==> config.mk <==
export PLATFORM = sky130hd
export DESIGN_NAME = addsub_chunked
export DESIGN_NICKNAME = d
export VERILOG_FILES = /design/src/rtl/addsub_chunked.sv
export SDC_FILE = /design/constraint.sdc
export NUM_CORES = 1
export LEC_CHECK = 0
export ABC_AREA = 1
export CAP_MARGIN = 10
export CELL_PAD_IN_SITES_DETAIL_PLACEMENT = 1
export CELL_PAD_IN_SITES_GLOBAL_PLACEMENT = 1
export CORE_AREA = 2 2 100 102
export DETAILED_ROUTE_END_ITERATION = 12
export DIE_AREA = 0 0 102 104
export GPL_TIMING_DRIVEN = 0
export HOLD_SLACK_MARGIN = 0.12
export PLACE_DENSITY = 0.77
export SLEW_MARGIN = 20
export SYNTH_ARGS = -nofsm -noshare
export SYNTH_HDL_FRONTEND = slang
export SYNTH_SLANG_ARGS = --single-unit
==> constraint.sdc <==
create_clock -name clk -period 5.09 [get_ports clk]
set_clock_uncertainty 0.2 [all_clocks]
set_input_delay 0.509 -clock clk [delete_from_list [all_inputs] [get_ports clk]]
set_output_delay 0.509 -clock clk [all_outputs]
set_load 0.02 [all_outputs]
==> src/rtl/addsub_chunked.sv <==
// rtl/addsub_chunked.sv - multi-cycle chunked adder/subtractor with handshakes and V,N,Z,C flags
module addsub_chunked #(
  parameter int WIDTH = 16,
  parameter int CHUNK = 4
) (
  input  logic             clk,
  input  logic             rst_n,
  input  logic             in_valid,
  output logic             in_ready,
  input  logic [WIDTH-1:0] a,
  input  logic [WIDTH-1:0] b,
  input  logic [1:0]       op,
  input  logic             cin_en,
  output logic             out_valid,
  input  logic             out_ready,
  output logic [WIDTH-1:0] result,
  output logic [3:0]       flags
);

  localparam int NCHUNK = WIDTH / CHUNK;
  localparam int KW = (NCHUNK > 1) ? $clog2(NCHUNK) : 1;
  localparam logic [KW-1:0] KLAST = KW'(NCHUNK - 1);

  typedef enum logic [1:0] {IDLE, RUN, DONE} state_t;

  state_t           state;
  logic [WIDTH-1:0] a_q;
  logic [WIDTH-1:0] b_q;   // effective B, already inverted for subtraction
  logic             sub_q;
  logic             signed_q;
  logic [KW-1:0]    k;
  logic             carry;

  logic [CHUNK-1:0] a_chunk;
  logic [CHUNK-1:0] b_chunk;
  logic [CHUNK:0]   sum;
  logic [WIDTH-1:0] next_result;
  logic             c0;
  logic [3:0]       next_flags;

  assign a_chunk = a_q[int'(k)*CHUNK +: CHUNK];
  assign b_chunk = b_q[int'(k)*CHUNK +: CHUNK];
  assign sum     = {1'b0, a_chunk} + {1'b0, b_chunk} + {{CHUNK{1'b0}}, carry};

  // A subtract runs as a + ~b + 1, so a stored borrow enters as an inverted carry.
  assign c0 = op[0] ? (cin_en ? ~flags[3] : 1'b1) : (cin_en ? flags[3] : 1'b0);

  always_comb begin
    next_result = result;
    next_result[int'(k)*CHUNK +: CHUNK] = sum[CHUNK-1:0];
  end

  always_comb begin
    next_flags    = 4'b0000;
    next_flags[3] = sub_q ? ~sum[CHUNK] : sum[CHUNK];
    next_flags[2] = (next_result == '0);
    next_flags[1] = signed_q & next_result[WIDTH-1];
    next_flags[0] = signed_q & (a_q[WIDTH-1] == b_q[WIDTH-1])
                             & (next_result[WIDTH-1] != a_q[WIDTH-1]);
  end

  always_ff @(posedge clk or negedge rst_n) begin
    if (!rst_n) begin
      state     <= IDLE;
      in_ready  <= 1'b1;
      out_valid <= 1'b0;
      result    <= '0;
      flags     <= 4'b0000;
      a_q       <= '0;
      b_q       <= '0;
      sub_q     <= 1'b0;
      signed_q  <= 1'b0;
      k         <= '0;
      carry     <= 1'b0;
    end else begin
      case (state)
        IDLE: begin
          if (in_valid) begin
            a_q      <= a;
            b_q      <= op[0] ? ~b : b;
            sub_q    <= op[0];
            signed_q <= op[1];
            carry    <= c0;
            k        <= '0;
            in_ready <= 1'b0;
            state    <= RUN;
          end
        end
        RUN: begin
          result <= next_result;
          carry  <= sum[CHUNK];
          if (k == KLAST) begin
            flags     <= next_flags;
            out_valid <= 1'b1;
            state     <= DONE;
          end else begin
            k <= k + KW'(1);
          end
        end
        DONE: begin
          if (out_ready) begin
            out_valid <= 1'b0;
            in_ready  <= 1'b1;
            state     <= IDLE;
          end
        end
        default: begin
          state     <= IDLE;
          in_ready  <= 1'b1;
          out_valid <= 1'b0;
        end
      endcase
    end
  end

endmodule

==> summary.json <==
{
  "cp-endpoint": "flags[2]",
  "clock_tree.htree_level_count": 3,
  "list_of_cells_traversed_by_the_critical_path": "inv_1, clkbuf_1, o21ai_0, o22ai_1, fa_1, inv_1, fa_1, inv_1, nand2_1, nor2_1, a21boi_2, nand2_1, nor2_1, nand2_1, nor2_1, nand3_1, nand2_1",
  "io-pin-count": 61,
  "cts_root_buffer_type": "sky130_fd_sc_hd__clkbuf_8",
  "cts_buffers": 9,
  "crit-reg2reg-capture": "flags[2]",
  "synth.cells.most_frequent": "125 x sky130_fd_sc_hd__nand2_1, 60 x sky130_fd_sc_hd__dfrtp_1, 45 x sky130_fd_sc_hd__o21ai_0",
  "clock_transition_at_path_regs_ns": 0.07,
  "leading_post_synthesis_cells_by_cell_area": "sky130_fd_sc_hd__dfrtp_1 46%, sky130_fd_sc_hd__nand2_1 14%, sky130_fd_sc_hd__o21ai_0 6.9%, sky130_fd_sc_hd__nor2_1 5.1%, sky130_fd_sc_hd__xnor2_1 4.6%",
  "post_synth_instance_area_um2": 3270,
  "dp_cells": 603,
  "ys_ff_latch": 61,
  "post-dp-hpwl_um": 6910,
  "fillCellCount": 1207,
  "critPathSlowestCell": "sky130_fd_sc_hd__dfrtp_1",
  "finalNetCount": 532,
  "synth_cell_type_count": 32,
  "final_core_utilization_pct": 44.3,
  "globalplace.congestion": 0.787,
  "fin_setup_tns_ns": 0,
  "power.leakage_nw": 1.98,
  "ys_async_sr_fraction_pct": 100,
  "ys_warn_count": 0,
  "grt_pass1_vias": 3236,
  "finalHoldViolCount": 0,
  "slew_viol_final": 0,
  "crit_path_start": "k[1]",
  "insertedDiodeCount": 0,
  "finalCritPeriodShare_pct": 70.9,
  "netlist.area_leader.share_pct": 45.9,
  "detail_route.drc_violations": 0,
  "count_of_flip_flops_with_a_built_in_enable_after_synthesis": 0,
  "cellPowerDensity_nw_per_um2": 693,
  "timing.reg2reg.setup_slack_ns": 1.48,
  "antenna_left": 0,
  "timing.critical_path.from_type": "flop",
  "core-area_um2": 9550,
  "ctsLongestPathBuffers": 2,
  "portBuffers": 59,
  "synth_cells": 410,
  "post_cts_hold_buffer_count": 1,
  "grt_pass1_wl_um": 15100,
  "critical_path.most_common_cell": "sky130_fd_sc_hd__nand2_1",
  "critPathKind": "reg -> reg",
  "detailedRoute.firstIterationViolations": 90,
  "setup-violations-final": 0,
  "critPathArrivalTime_ns": 3.70,
  "grt-ovfl-total": 0,
  "num_rows": 36,
  "postCtsResizedCells": 0,
  "holdCritStartpoint": "a_q[8]",
  "period_needed_ns": 3.61,
  "critical_path_required_ns": 5.18,
  "post-layout-total-power_mw": 2.93,
  "max-vdd-ir-drop_mv": 0.225,
  "tritoncts_clock_tree": "built",
  "cts_sinks": 61,
  "synth_sequential_area_ratio_pct": 46.7,
  "global_routing_usage_summed_across_all_routing_layers_pct": 18.2,
  "yosys.cell_count.top_type": "sky130_fd_sc_hd__nand2_1",
  "vias_per_cell": 4.78,
  "critical_path_capture_point_type": "flop",
  "timing.reg2reg.worst_path_depth": 17,
  "pin_count_of_the_biggest_net_entering_global_routing": 37,
  "fmaxAchievable_mhz": 277,
  "layoutNonFillerInstCount": 620,
  "avgRoutedWirePerCell_um": 14.4,
  "first_pass_iters": 4,
  "cts.repair_timing.setup_buffer_count": 0,
  "antenna_found_initial": 0,
  "chipHeight_um": 104,
  "floorplan.die_area_um2": 10600,
  "die_width_um": 102,
  "clk_latency_ns": 0.34,
  "slew-limit-headroom_pct": 62.6,
  "postRouteWirelength_um": 8910,
  "synthesis.area_per_instance_um2": 7.97,
  "worst-slew-pin-transition_ns": 0.561,
  "worstReg2RegStart": "k[1]",
  "status": "finished clean",
  "detailroute.via_count": 2962,
  "crit_fanout": 12,
  "rsz0062_at_grt": "no",
  "layout-drive-gt1-share_pct": 9.45,
  "dominantRegCellSynth": "sky130_fd_sc_hd__dfrtp_1",
  "critPathMaxStageDelay_ns": 0.53,
  "max-cap-violations": 0,
  "floorplan.initialDensity_pct": 34.2,
  "holdCritPathClass": "reg -> reg",
  "yosysTopAreaCell": "sky130_fd_sc_hd__dfrtp_1",
  "net_count_after_synthesis": 460,
  "area_delta_synth_final_pct": 29.4
}
[flip-flops by register name, indices dropped and copies added, names as in the netlist, 2 cells and up]
register and cells:
a_q 16, b_q 16, result 16, flags 4, k 2, state 2
[final cells by class]
type	count	area, um^2	area share [%]
clock inverters	4	22.5	0.532
multi-input cells	296	1520	35.8
well taps	133	166	3.93
plain buffers	16	85.1	2.01
repair buffers	61	618	14.6
inverters	37	139	3.28
clock buffers	12	155	3.67
flip-flops and latches	61	1530	36.1
[kinds of logic after synthesis]
kind of cell | synth area share [%]
and+or+nand+nor | 24.0
AOI/OAI and AO/OA | 12.9
DFF | 46.7
buffers and inverters | 6.85
xor gates and xnor gates | 4.82
adders and majority gates | 4.67
[cells in the final DEF, fill, tap and decap left out, types with 2 or more instances in the layout]
master and n:
sky130_fd_sc_hd__nand2_1 125, sky130_fd_sc_hd__nand4_1 3, sky130_fd_sc_hd__ha_1 9, sky130_fd_sc_hd__clkdlybuf4s50_1 58, sky130_fd_sc_hd__clkbuf_1 4, sky130_fd_sc_hd__a21oi_1 6, sky130_fd_sc_hd__o22ai_1 9, sky130_fd_sc_hd__nor2_1 44
sky130_fd_sc_hd__inv_1 33, sky130_fd_sc_hd__clkinv_2 3, sky130_fd_sc_hd__fa_1 2, sky130_fd_sc_hd__a31oi_1 5, sky130_fd_sc_hd__xnor2_1 17, sky130_fd_sc_hd__clkbuf_8 11, sky130_fd_sc_hd__buf_2 11, sky130_fd_sc_hd__nand3_2 3
sky130_fd_sc_hd__nand3_1 13, sky130_fd_sc_hd__inv_2 4, sky130_fd_sc_hd__buf_4 2, sky130_fd_sc_hd__a32oi_1 2, sky130_fd_sc_hd__o21ai_0 45, sky130_fd_sc_hd__dfrtp_1 60, sky130_fd_sc_hd__nand2_2 3
[critical path, delay by kind of cell, from the launching register on]
family          cells  cell delay (ns)
simple gates        8             0.66
flops               1             0.53
fa+ha+maj           2             0.80
compound gates      3             0.60
buf+inv             4             0.76
[worst min-delay path by stage]
| stage | endpoint | cells past startpoint |
|---|---|---|
| floorplan | a_q[0] | 0 |
| global placement | a_q[8] | 2 |
| detailed placement | result[11] | 1 |
| CTS | a_q[8] | 2 |
| global route | in_ready | 2 |
| finish | a_q[8] | 2 |
[layer usage]
metal,GRT usage [%],wire (um),up-vias
met5,0,0,-
met4,7.05,226,0
met3,3.29,277,25
met2,32.0,4570,63
met1,21.8,3840,1414
li1,-,-,1460
[power by group]
part	total [mW]	internal [mW]	switching, mW
combinational	1.67	0.623	1.04
clock	0.400	0.201	0.199
sequential	0.865	0.704	0.161
[metrics by stage]
| stage | worst slack, ns | instance area (um^2) | hold WS, ns |
|---|---|---|---|
| 2_1_floorplan | 2.23 | 3270 | 0.0134 |
| 3_3_place_gp | 1.31 | 4030 | 0.256 |
| 3_5_place_dp | 1.56 | 4040 | 0.245 |
| 4_1_cts | 1.51 | 4230 | 0.282 |
| 5_1_grt | 1.23 | 4230 | 0.302 |
| 6_report | 1.48 | 4230 | 0.278 |
No activity file was read; power rests on OpenSTA's default activity.
